**src/rtl/lsu_ctrl_pkg.sv**
```systemverilog
// Shared definitions for the load/store unit: funct3 codes, FSM encoding and
// request-decode helpers.
package lsu_ctrl_pkg;

  localparam logic [2:0] F3_B  = 3'b000;
  localparam logic [2:0] F3_H  = 3'b001;
  localparam logic [2:0] F3_W  = 3'b010;
  localparam logic [2:0] F3_BU = 3'b100;
  localparam logic [2:0] F3_HU = 3'b101;

  typedef enum logic [1:0] {
    ST_IDLE  = 2'd0,
    ST_READ  = 2'd1,
    ST_WRITE = 2'd2,
    ST_RESP  = 2'd3
  } state_t;

  // Loads accept B/H/W/BU/HU; stores accept only B/H/W.
  function automatic logic f3_legal(input logic we, input logic [2:0] f3);
    if (we) return (f3 == F3_B) || (f3 == F3_H) || (f3 == F3_W);
    return (f3 == F3_B) || (f3 == F3_H) || (f3 == F3_W) ||
           (f3 == F3_BU) || (f3 == F3_HU);
  endfunction

  // Halfwords need addr[0]==0, words need addr[1:0]==0.
  function automatic logic misaligned(input logic [2:0] f3, input logic [1:0] lo);
    return (((f3 == F3_H) || (f3 == F3_HU)) && lo[0]) ||
           ((f3 == F3_W) && (lo != 2'b00));
  endfunction

endpackage

```
**src/rtl/lsu_load_ext.sv**
```systemverilog
// Load data extraction: selects byte/half/word from the low end of the read
// word and sign- or zero-extends it according to funct3.
module lsu_load_ext
  import lsu_ctrl_pkg::*;
(
  input  logic [2:0]  funct3,
  input  logic [31:0] word,
  output logic [31:0] load_data_c
);

  // Extend the addressed low-order field to 32 bits.
  always_comb begin
    load_data_c = '0;
    case (funct3)
      F3_B:    load_data_c = {{24{word[7]}}, word[7:0]};
      F3_H:    load_data_c = {{16{word[15]}}, word[15:0]};
      F3_W:    load_data_c = word;
      F3_BU:   load_data_c = {24'd0, word[7:0]};
      F3_HU:   load_data_c = {16'd0, word[15:0]};
      default: load_data_c = '0;
    endcase
  end

endmodule

```
**src/rtl/lsu_ctrl.sv**
```systemverilog
// Load/store unit between execute and a word-write DMEM. Loads are a word
// read plus extract; SB/SH are read-modify-write; SW writes directly.
// Optional build macro MISALIGN_TRAP_EN: misaligned H/HU/W accesses return
// rsp_err instead of being performed.
module lsu_ctrl
  import lsu_ctrl_pkg::*;
#(
  parameter int unsigned MEM_DEPTH = 1024
) (
  input  logic        clk,
  input  logic        rst,
  input  logic        req_valid,
  output logic        req_ready,
  input  logic        req_we,
  input  logic [2:0]  req_funct3,
  input  logic [31:0] req_addr,
  input  logic [31:0] req_wdata,
  output logic        rsp_valid,
  output logic [31:0] rsp_rdata,
  output logic        rsp_err,
  output logic        dmem_sel,
  output logic [31:0] dmem_addr,
  output logic [31:0] dmem_wdata,
  input  logic [31:0] dmem_out
);

  localparam logic [31:0] ADDR_MAX = 32'(MEM_DEPTH - 4);

  state_t      state_q, state_d;
  logic [31:0] addr_q, wdata_q, rd_q;
  logic        we_q;
  logic [2:0]  f3_q;
  logic        rsp_valid_d, rsp_err_d;
  logic [31:0] rsp_rdata_d;
  logic        accept_c, req_err_c, mis_c;
  logic [31:0] load_data_c;

  assign req_ready = (state_q == ST_IDLE) && !rst;
  assign accept_c  = req_valid && req_ready;
  assign dmem_sel  = (state_q == ST_WRITE) && !rst;
  assign dmem_addr = addr_q;

`ifdef MISALIGN_TRAP_EN
  assign mis_c = misaligned(req_funct3, req_addr[1:0]);
`else
  assign mis_c = 1'b0;
`endif

  // Address compare on the full 32 bits also catches addr+3 wrapping.
  assign req_err_c = !f3_legal(req_we, req_funct3) || (req_addr > ADDR_MAX) || mis_c;

  lsu_load_ext u_load_ext (
    .funct3      (f3_q),
    .word        (dmem_out),
    .load_data_c (load_data_c)
  );

  // Merge the store byte/half into the previously read word.
  always_comb begin
    dmem_wdata = wdata_q;
    case (f3_q)
      F3_B:    dmem_wdata = {rd_q[31:8], wdata_q[7:0]};
      F3_H:    dmem_wdata = {rd_q[31:16], wdata_q[15:0]};
      default: dmem_wdata = wdata_q;
    endcase
  end

  // Next-state and response decode.
  always_comb begin
    state_d     = state_q;
    rsp_valid_d = 1'b0;
    rsp_rdata_d = rsp_rdata;
    rsp_err_d   = rsp_err;
    case (state_q)
      ST_IDLE: begin
        if (accept_c) begin
          if (req_err_c) begin
            state_d     = ST_RESP;
            rsp_valid_d = 1'b1;
            rsp_rdata_d = '0;
            rsp_err_d   = 1'b1;
          end else if (req_we && (req_funct3 == F3_W)) begin
            state_d = ST_WRITE;
          end else begin
            state_d = ST_READ;
          end
        end
      end
      ST_READ: begin
        if (we_q) begin
          state_d = ST_WRITE;
        end else begin
          state_d     = ST_RESP;
          rsp_valid_d = 1'b1;
          rsp_rdata_d = load_data_c;
          rsp_err_d   = 1'b0;
        end
      end
      ST_WRITE: begin
        state_d     = ST_RESP;
        rsp_valid_d = 1'b1;
        rsp_rdata_d = '0;
        rsp_err_d   = 1'b0;
      end
      ST_RESP: state_d = ST_IDLE;
      default: state_d = ST_IDLE;
    endcase
  end

  // State, request latch and registered response.
  always_ff @(posedge clk) begin
    if (rst) begin
      state_q   <= ST_IDLE;
      rsp_valid <= 1'b0;
      rsp_rdata <= '0;
      rsp_err   <= 1'b0;
      addr_q    <= '0;
      wdata_q   <= '0;
      rd_q      <= '0;
      we_q      <= 1'b0;
      f3_q      <= '0;
    end else begin
      state_q   <= state_d;
      rsp_valid <= rsp_valid_d;
      rsp_rdata <= rsp_rdata_d;
      rsp_err   <= rsp_err_d;
      if (accept_c) begin
        addr_q  <= req_addr;
        wdata_q <= req_wdata;
        we_q    <= req_we;
        f3_q    <= req_funct3;
      end
      if (state_q == ST_READ) rd_q <= dmem_out;
    end
  end

endmodule

```
**config.mk**
```make
export PLATFORM = sky130hd
export DESIGN_NAME = lsu_ctrl
export DESIGN_NICKNAME = d
export VERILOG_FILES = /design/src/rtl/lsu_ctrl_pkg.sv /design/src/rtl/lsu_load_ext.sv /design/src/rtl/lsu_ctrl.sv
export SDC_FILE = /design/constraint.sdc
export NUM_CORES = 1
export LEC_CHECK = 0
export ABC_AREA = 1
export BUFFER_PORTS_ARGS = -buffer_cell sky130_fd_sc_hd__buf_4
export CAP_MARGIN = 10
export CORE_MARGIN = 1.5
export CORE_UTILIZATION = 35
export DETAILED_ROUTE_END_ITERATION = 10
export GPL_TIMING_DRIVEN = 0
export PLACE_DENSITY_LB_ADDON = 0.2
export SLEW_MARGIN = 0
export SYNTH_ARGS = -nofsm -noshare
export SYNTH_HDL_FRONTEND = slang
export SYNTH_SLANG_ARGS = --single-unit
```
**constraint.sdc**
```tcl
create_clock -name clk -period 5.4 [get_ports clk]
set_clock_uncertainty 0.15 [all_clocks]
set_input_delay 0.54 -clock clk [delete_from_list [all_inputs] [get_ports clk]]
set_output_delay 0.54 -clock clk [all_outputs]
set_load 0.02 [all_outputs]
```
# Word level (Yosys, flattened, before mapping)
# Cells that the tools add are included.
# W data, S select, Z words.
[word_totals]
register_bits = 136
latch_bits = 0
mem_bits_rw = 0
mem_bits_ro = 0
output_inout_bits = 100
wordCells = 62
n_memories = 0
[classes]
add_sub_neg = 0
mul = 0
div_mod_pow = 0
n_lt_le_gt_ge = 1
eq_ne = 14
shifts = 0
muxes = 22
bitwise = 0
reduce_logical = 16
[ops]
columns = ["cell", "count"]
rows = [
  ["$pmux W32 S5", 1],
  ["$mux W32", 3],
  ["$pmux W32 S3", 1],
  ["$pmux W32 S2", 1],
  ["$gt A32 B10 Y1 const B", 1],
  ["$eq A3 B3 Y1 const B", 4],
  ["$mux W1", 10],
  ["$pmux W2 S4", 1],
  ["$eq A3 B1 Y1 const B", 2],
  ["$eq A3 B2 Y1 const B", 2],
  ["$logic_not A3 Y1", 2],
  ["$mux W2", 3],
  ["$ne A2 B2 Y1 const B", 3],
  ["$pmux W1 S3", 2],
  ["$logic_or A1 B1 Y1", 5],
  ["$eq A2 B2 Y1 const B", 2],
  ["$logic_and A1 B1 Y1", 4],
  ["$reduce_and A4 Y1", 1],
  ["$reduce_bool A3 Y1", 1],
  ["$eq A2 B1 Y1 const B", 1],
  ["$logic_not A1 Y1", 2],
  ["$logic_not A2 Y1", 1],
]

# Depth between registers and ports, before layout
# Gate-level depths: netlist of the first run.
[logic_depth]
depth_word = 11
depth_mapped = 13
depth_no_buf = 12

# Hierarchy
# A second synthesis of the first run with hierarchy kept.
[hier_totals]
cells_unflattened = 871
area_unflattened_um2 = 6002.0
[by_module_without_submodules]
columns = ["mod", "n_inst", "cells_per_inst", "area_per_inst_um2", "seq_area_each_um2"]
rows = [
  ["lsu_ctrl", 1, 787, 5469.0, 2562.5],
  ["lsu_load_ext", 1, 84, 533.0, 0.0],
]

# Least setup slack after synthesis of the first run
# Ideal clock, no wire load.
[synth_path]
path_type = "register to output"
startpoint = "reg f3_q[1]"
endpoint = "out dmem_wdata[16]"
t_arrival_ns = 1.379
path_slack_ns = 3.331
path_stages_with_launch = 6
cell_sequence = "dfxtp_1 -> inv_1 -> nand2_1 -> o22ai_1 -> clkbuf_1 -> o21ai_0"
[synth_via]
elab_chain_len = 2
elab_cells_between_ends = 3
classes_between = "1 x eq/ne; 1 x mux; 1 x reduce/logical"
[synth_lines]
columns = ["item", "line_no", "rtl"]
rows = [
  ["start, declared", "lsu_ctrl.sv:32", "logic [2:0] f3_q;"],
  ["start signal, assigned", "lsu_ctrl.sv:131", "f3_q <= req_funct3;"],
  ["$eq A3 B1 Y1 / $logic_not A3 Y1 (equally long branches)", "lsu_ctrl.sv:61", "case (f3_q)"],
  ["$pmux W32 S2 (*)", "lsu_ctrl.sv:61", ""],
  ["end, declared", "lsu_ctrl.sv:23", "output logic [31:0] dmem_wdata,"],
]
# Every way passes the cells marked *; elsewhere a longest branch is shown, timed or not.

# Worst setup path after layout of the first run
[layout_path]
startpoint = "reg f3_q[1]"
endpoint = "out dmem_wdata[30]"
# The elaborated chain is that of the path after synthesis.

==> out/metrics.csv, run 1 <==
metric;value;unit
status;complete, no violations;
Final Cycle Share;52.30;%
Synth Area in Simple Gates;27.20;%
Hold EP;wdata_q[5];
IO buf count;202;
Yosys top cell by area;dfxtp_1;
area share of the leading cell type in the synthesized netlist;45.58;%
WL per Instance;13.30;um
Reg2Reg Setup Slack;2.95;ns
Clock Tree Buf Depth;2;
CTS tree;done;
max-slew violation count;0;
synth top area cells;dfxtp_1, nand2_1, o21ai_0;
Remaining Overflow, GRT;0;
cell family with most CP delay;buffers and inverters;
hold slack;0.1707;ns
area grow syn2layout;42.33;%
CTS clock-pin slew for the worst setup and hold paths;0.06;ns
WS Path Type;reg2out;
Final Setup Violations;0;
Yosys warning total;0;
most frequent CP cell;nand2_1;
sequential element share of the synthesized area;45.58;%
NumNets Final;1153;
critical path cell sequence;inv_1 -> nand2_1 -> o22ai_1 -> clkbuf_1 -> nand2_1 -> o21ai_0 -> buf_4;
CTS H-tree depth;4;
clock latency on the worst-skew pair;0.41;ns
post-synthesis mux area share;0;%
DPL Wire Length;12.95;mm
Residual DRC;0;
vias;5669;
HP Class;in2reg;
Die H;129.7;um
initial antenna violation count;0;
Post-Synthesis Cell Area;5622;um2
vias per cell;4.453;
CP Capture Type;output pin;
Worst Path Max Fanout;10;
Hold Path Depth;3;
total power;4.235;mW
startpoint of the worst hold path;req_wdata[5];
leakage;4.037;nW
most frequent cells in the layout;buf_4, nand2_1, dfxtp_1;
buffer and inverter count on the worst path;3;
maximum vdd drop;0.2312;mV
synth unique cells;29;
DRT antenna net count;0;
initial core utilization;35.65;%
drt total wl;16.93;mm
upper clock frequency limit;354.1;MHz
slowest cell on the critical path;o22ai_1;
R2R depth;8;
I/O pin count;203;
clock root cell;clkbuf_16;
R2R Path End;wdata_q[16];
Synth Area in Compound Gates;14.42;%
# Max-Cap Violations;0;
Pre-antenna DRT Iters;4;
crit path DAT;2.13;ns
main combinational cell family by area after synthesis;simple AND/OR/NAND/NOR gates;
CTS Sinks;128;
first-pass GRT wire length;26.38;mm
vias in the first global route;5395;
Final Hold Viols;0;
Post-Syn Nets;932;
post-CTS setup buffer count;0;
Synth Register Bits;128;
Setup TNS;0;ns
XOR/XNOR share of the synthesized area;0;%
CTS Hold Bufs;0;
worst path required time;4.71;ns
Die Area;16830;um2
power per cell area;529.3;nW/um2
Total Routing Usage GR;20.35;%
Post-Syn Instances;823;
Tightest Pin Transition;0.6114;ns
Antenna Cells;0;
unrepaired setup endpoints after global routing;false;
min cycle time layout;2.824;ns
CP startpoint kind;flop;
row count;46;
Detailed Route Iter0 Violations;198;
commonest non-fill, non-tap cell in the layout;buf_4;
Placer Congestion;0.8087;
CP max stage delay;0.41;ns
Layout fillers;1676;
syn avg cell area;6.831;um2
post-cts repair resize count;0;
layout cells sized above 1;24.98;%
number of buffers created by CTS;17;
adder-cell share of the synthesized area;1.335;%
core footprint;15770;um2
Die W;129.7;um
FF-to-FF Start;state_q[0];
largest net degree at the start of global routing;17;
Slew HR;59.24;%
[registers in the layout (all words and copies together) (netlist names)]
register / cells
f3_q: 3
rsp_err: 1
rsp_rdata: 32
wdata_q: 32
state_q: 2
we_q: 1
rsp_valid: 1
rd_q: 24
dmem_addr: 32
[metal layers]
| layer | global-route usage [%] | up-vias | wire [um] |
|---|---|---|---|
| met1 | 24.43 | 2485 | 7590 |
| li1 | - | 3002 | - |
| met5 | 0 | - | 0 |
| met2 | 34.02 | 160 | 7775 |
| met4 | 6.993 | 0 | 265 |
| met3 | 7.011 | 22 | 1296 |
[logic make-up (layout without fill, tap and decap cells)]
family                     after synthesis  in the layout
adders and majority gates                6              6
DFF                                    128            128
buffers and inverters                  156            390
AOI/OAI and AO/OA                      160            160
and+or+nand+nor                        373            373
[cell type report]
type                            instances  area (um2)  share of cell area [%]
Clock inverter                         10       108.9                   1.360
Buffer                                 56       269.0                   3.362
Inverter                              100       375.4                   4.691
Clock buffer                           22       484.2                   6.052
Tap cell                              216       270.3                   3.378
Sequential cell                       128        2562                   32.03
Timing Repair Buffer                  202        1516                   18.95
Multi-Input combinational cell        539        2415                   30.18
[per-stage QoR]
stage | instance area (um2) | utilization (%) | worst slack, ns | std cells
finish | 8001 | 50.74 | 2.576 | 1273
detailed placement | 7408 | 46.98 | 2.952 | 1241
global route | 8001 | 50.74 | 2.388 | 1273
CTS | 8001 | 50.74 | 2.573 | 1273
floorplan | 5622 | - | 3.331 | 823
global placement | 7408 | 46.98 | 2.986 | 1241
[cells in the mapped netlist (all sizes together)]
library cell / n
a21oi: 59
clkbuf: 36
clkinv: 1
dfxtp: 128
nand3: 52
or2: 2
o21bai: 1
nand2: 198
nand4: 3
inv: 99
nor3: 1
o21a: 1
buf: 20
o22ai: 1
nor2: 117
o21ai: 98
ha: 6
[report_power, final]
group	leakage (nW)	switching [mW]	internal [mW]	total [mW]
clock network	0.292	0.422	0.725	1.15
registers	1.05	0.132	1.20	1.33
logic	2.69	1.08	0.675	1.76
total	4.04	1.64	2.60	4.24
[tightest hold or removal path, stage by stage]
cell and delay (ns):
buf_4 0.08, nand2_1 0.04, nand2_1 0.05
[worst max-delay path by stage]
stage               startpoint              to  slack [ns]  cells after the start
floorplan              f3_q[1]  dmem_wdata[16]        3.33                      5
global route           f3_q[1]  dmem_wdata[28]        2.39                      7
finish                 f3_q[1]  dmem_wdata[30]        2.58                      7
global placement    state_q[0]     wdata_q[17]        2.99                      8
detailed placement  state_q[0]     wdata_q[17]        2.95                      8
CTS                    f3_q[1]  dmem_wdata[28]        2.57                      7
Power figures use the tool's default switching activity.
==> inputs of run 2 (changes only) <==
==> constraint.sdc (replaced) <==
create_clock -name clk -period 2.3 [get_ports clk]
set_clock_uncertainty 0.15 [all_clocks]
set_input_delay 0.23 -clock clk [delete_from_list [all_inputs] [get_ports clk]]
set_output_delay 0.23 -clock clk [all_outputs]
set_load 0.02 [all_outputs]
==> run 2 against run 1 <==
Combinational power grew to 2.5 times the previous value; worst setup slack worse by 2.5 ns; largest cell class is now buffers; cell count grew 7.5%; sequential power rose by 140%; clock-buffer cell count is the same; non-clock buffer count rose by 96; register-to-register slack lost 2.8 ns; largest power group unchanged; hold slack worse by 0.15 ns.
==> out/metrics.csv, run 2 (synthesized netlist as in run 1, its figures left out) <==
metric;value;unit
power per cell area;1134;nW/um2
placed inst area;7408;um2
# Max-Cap Violations;0;
commonest non-fill, non-tap cell in the layout;buf_4;
Setup TNS;0;ns
vias per cell;4.461;
area grow syn2layout;60.76;%
WL per Instance;13.33;um
CTS Sinks;128;
CTS clock-pin slew for the worst setup and hold paths;0.06;ns
layout cells sized above 1;24.37;%
row count;46;
met2 routed WL;8.869;mm
DRT antenna net count;0;
DP Cell Count;1241;
max-slew violation count;0;
upper clock frequency limit;452.4;MHz
CTS H-tree depth;4;
crit path DAT;1.83;ns
Remaining Overflow, GRT;0;
Clock Tree Buf Depth;2;
drt total wl;18.25;mm
number of buffers created by CTS;17;
Met1 Wirelength;7.938;mm
initial antenna violation count;0;
top sig layer;met4;
Total Routing Usage GR;21.73;%
Final Setup Violations;0;
leakage;4.480;nW
vias;6107;
IO buf count;202;
Die W;129.7;um
total power;10.25;mW
WS Path Type;reg2out;
Final Cell Area;9037;um2
met3 wire length;1.188;mm
first-pass GRT wire length;28.37;mm
Slew HR;63.90;%
clock latency on the worst-skew pair;0.42;ns
Antenna Cells;0;
Layout fillers;1524;
Tightest Pin Transition;0.5415;ns
Final Hold Viols;0;
worst path required time;1.92;ns
Pre-antenna DRT Iters;5;
min cycle time layout;2.210;ns
maximum vdd drop;0.5601;mV
clock root cell;clkbuf_16;
NumNets Final;1249;
CP Capture Type;output pin;
largest net degree at the start of global routing;18;
I/O pin count;203;
Worst Path Max Fanout;10;
Die Area;16830;um2
initial core utilization;35.65;%
DPL Wire Length;12.95;mm
Residual DRC;0;
fin cells;1369;
CTS tree;done;
Die H;129.7;um
vias in the first global route;5927;
most frequent cells in the layout;buf_4, nand2_1, dfxtp_1;
HP Class;in2reg;
core footprint;15770;um2
Placer Congestion;0.8087;
Detailed Route Iter0 Violations;229;
status;complete, no violations;
final core occ;57.31;%
Final Cycle Share;96.10;%
CP startpoint kind;flop;
## run 2: cell count changes in the layout (fill, tap and decap cells not counted), sizes merged
| cell | before | now |
|---|---|---|
| dlygate4sd3 | 0 | 95 |
| buf | 222 | 223 |
| clkinvlp | 2 | 3 |
| inv | 99 | 98 |
## run 2: final cells by class
| type | instances | area, um2 | area share, % |
|---|---|---|---|
| Sequential cell | 128 | 2564 | 28.37 |
| Timing Repair Buffer | 299 | 2482 | 27.47 |
| Multi-Input combinational cell | 539 | 2457 | 27.19 |
| Clock buffer | 22 | 484.2 | 5.358 |
| Inverter | 100 | 379.1 | 4.195 |
| Buffer | 55 | 291.5 | 3.226 |
| Tap cell | 216 | 270.3 | 2.990 |
| Clock inverter | 10 | 108.9 | 1.204 |
## run 2: final timing paths
kind                    end  slack, ns         from  depth (start not counted)
max          dmem_wdata[16]       0.09      f3_q[1]                          6
min            rsp_rdata[6]       0.02  dmem_out[6]                          5
max reg2reg   rsp_rdata[17]       0.13   state_q[0]                         12
min reg2reg     wdata_q[12]       0.30  wdata_q[12]                          2
## run 2: layer usage
metal / GRT usage [%] / vias up
met3: 6.191 / 21
met4: 6.993 / 0
met2: 38.25 / 174
met1: 25.50 / 2715
li1: - / 3197
met5: 0 / -
## run 2: stage by stage
step	hold WS [ns]	setup WS [ns]
2_1_floorplan	0.1583	0.3079
3_3_place_gp	0.2789	-0.1136
3_5_place_dp	0.2797	-0.1484
4_1_cts	0.004741	0.008969
5_1_grt	0.02157	-0.02572
6_report	0.01972	0.08979
## run 2: repair_timing
| item | 4_1_cts | 5_1_grt |
|---|---|---|
| hold buffers | 95 | 0 |
| resized for setup | 7 | 26 |
| buffers inserted | 0 | 2 |
| endpoints found under the setup margin | 47 | 89 |
| hold endpoints to repair | 95 | 0 |
| pin swaps | 0 | 1 |
## run 2: power by group
| group | leakage (nW) | internal [mW] | total [mW] | switching (mW) |
|---|---|---|---|---|
| clock | 0.292 | 1.70 | 2.69 | 0.984 |
| sequential | 1.05 | 2.81 | 3.13 | 0.321 |
| combinational | 3.14 | 1.80 | 4.43 | 2.63 |
| total | 4.48 | 6.32 | 10.3 | 3.94 |
## run 2: worst max-delay path: stages (launching register included)
cell and delay, ns:
dfxtp_2 0.43, inv_1 0.08, nand2_1 0.14, o22ai_4 0.11, clkbuf_4 0.20, o21ai_0 0.24, buf_4 0.19
==> inputs of run 3 (changes only) <==
--- a/config.mk
+++ b/config.mk
@@ -9,7 +9,7 @@
 export BUFFER_PORTS_ARGS = -buffer_cell sky130_fd_sc_hd__buf_4
 export CAP_MARGIN = 10
 export CORE_MARGIN = 1.5
-export CORE_UTILIZATION = 35
+export CORE_UTILIZATION = 45
 export DETAILED_ROUTE_END_ITERATION = 10
 export GPL_TIMING_DRIVEN = 0
 export PLACE_DENSITY_LB_ADDON = 0.2
==> run 3 against run 2 <==
Non-clock buffer count is 2 lower; maximum frequency is 1.5% higher; power is 2.3% lower; sequential cell count stayed put; via count is 3.5% higher; worst setup slack better by 0.033 ns; combinational power hardly changed.
==> out/metrics.csv, run 3 (synthesized netlist as in run 1, its figures left out) <==
metric;value;unit
status;complete, no violations;
number of buffers created by CTS;17;
final core occ;73.45;%
Residual DRC;0;
worst path required time;1.92;ns
initial antenna violation count;0;
Final Setup Violations;0;
DPL Wire Length;12.08;mm
Crit path depth;7;
CP startpoint kind;flop;
critical path cell sequence;inv_1 -> nand2_1 -> o22ai_4 -> buf_4 -> nand2_1 -> o21ai_0 -> buf_4;
R2R depth;12;
HP Class;in2reg;
Total Routing Usage GR;27.53;%
Setup TNS;0;ns
unrepaired setup endpoints after global routing;true;
Reg2Reg Setup Slack;0.13;ns
Pint;6.151;mW
Psw;3.865;mW
Die W;114.8;um
CTS Sinks;128;
CTS tree;done;
initial core utilization;46.42;%
Placer Congestion;0.8381;
max-slew violation count;0;
I/O pin count;203;
Final Cycle Share;94.68;%
first-pass GRT wire length;28.50;mm
buffer and inverter count on the worst path;3;
largest net degree at the start of global routing;18;
Tightest Pin Transition;0.5791;ns
# Max-Cap Violations;0;
maximum vdd drop;0.5917;mV
Die H;114.8;um
vias in the first global route;6135;
area grow syn2layout;58.25;%
Detailed Route Iter0 Violations;395;
Layout fillers;974;
crit path DAT;1.80;ns
core footprint;12110;um2
slowest cell on the critical path;dfxtp_2;
power per cell area;1126;nW/um2
WL per Instance;13.61;um
min cycle time layout;2.178;ns
clock latency on the worst-skew pair;0.41;ns
CTS H-tree depth;4;
IO buf count;202;
Hold EP;rsp_rdata[3];
R2R Path End;rsp_rdata[11];
NumNets Final;1247;
Sw Share;38.59;%
Die Area;13170;um2
Antenna Cells;0;
drt total wl;17.94;mm
most frequent cells in the layout;buf_4, nand2_1, dfxtp_1;
upper clock frequency limit;459.2;MHz
row count;40;
Logic pwr share;43.9;%
multi-input logic area;2447;um2
clock root cell;clkbuf_16;
hold slack;0.02091;ns
Hold Path Depth;5;
cell family with most CP delay;buffers and inverters;
CP Capture Type;output pin;
Final Hold Viols;0;
FF-to-FF Start;state_q[0];
CTS clock-pin slew for the worst setup and hold paths;0.05;ns
Remaining Overflow, GRT;0;
Sequential Power Share;31.2;%
Crit. Startpoint;f3_q[1];
Slew HR;61.39;%
register area;2564;um2
leakage;4.447;nW
Pre-antenna DRT Iters;5;
Clock Tree Buf Depth;2;
CP max stage delay;0.37;ns
Clock power frac;24.9;%
vias per cell;4.794;
DRT antenna net count;0;
Worst Path Max Fanout;10;
vias;6318;
commonest non-fill, non-tap cell in the layout;buf_4;
layout cells sized above 1;24.00;%
WS Path Type;reg2out;
startpoint of the worst hold path;dmem_out[3];
==> run 3: cell count changes in the layout (fill, tap and decap cells not counted), sizes merged <==
cell / before / now
clkbuf: 58 / 59
dlygate4sd3: 95 / 93
clkinv: 7 / 5
bufinv: 2 / 1
clkinvlp: 3 / 2
buf: 223 / 225
==> run 3: power by group through the flow <==
stage	Sequential, mW	Combinational (mW)	Clock [mW]
4_1_cts	3.11	4.27	2.50
6_report	3.13	4.40	2.49
5_1_grt	3.18	4.88	2.61
3_5_place_dp	3.15	4.10	0
3_3_place_gp	3.14	4.06	0
2_1_floorplan	3.44	2.31	0
==> run 3: metrics by stage <==
stage	cell area, um2	std cells	total power [mW]	setup slack [ns]
6_report	8896	1318	10.02	0.1225
5_1_grt	8896	1318	10.67	-0.03238
4_1_cts	8838	1316	9.885	0.02102
3_5_place_dp	7348	1193	7.253	-0.04528
3_3_place_gp	7348	1193	7.206	-0.01098
2_1_floorplan	5622	823	5.754	0.3079
==> run 3: area by class of cell <==
cell class,count,area share (%)
flip-flops and latches,128,28.82
repair buffers,297,27.68
multi-input cells,539,27.51
clock buffers,25,5.457
inverters,100,4.262
plain buffers,55,3.263
well taps,168,2.363
clock inverters,6,0.6470
==> run 3: worst max path at each step <==
stage	endpoint	slack [ns]
6_report	dmem_wdata[30]	0.12
5_1_grt	rsp_rdata[26]	-0.03
3_5_place_dp	wdata_q[16]	-0.05
3_3_place_gp	wdata_q[16]	-0.01
4_1_cts	dmem_wdata[26]	0.02
2_1_floorplan	rsp_rdata[10]	0.31
==> run 3: timing repair <==
item                                    in CTS  in global routing
pin swaps                                    0                  1
gates resized for setup                      7                 27
hold buffers                                93                  0
hold endpoints to repair                    93                  0
buffers inserted                             0                  2
endpoints found under the setup margin      37                 89
==> run 3: worst min-delay path: stages <==
cell,delay [ns]
buf_4,0.08
inv_1,0.03
nor2_1,0.08
nor2_1,0.05
nor2_1,0.08
==> run 3: metal layers <==
layer | GRT usage (%) | vias up | routed length, um
li1 | - | 3195 | -
met1 | 31.19 | 2869 | 7414
met2 | 49.70 | 224 | 8944
met3 | 7.802 | 30 | 1212
met4 | 9.630 | 0 | 365
met5 | 0 | - | 0
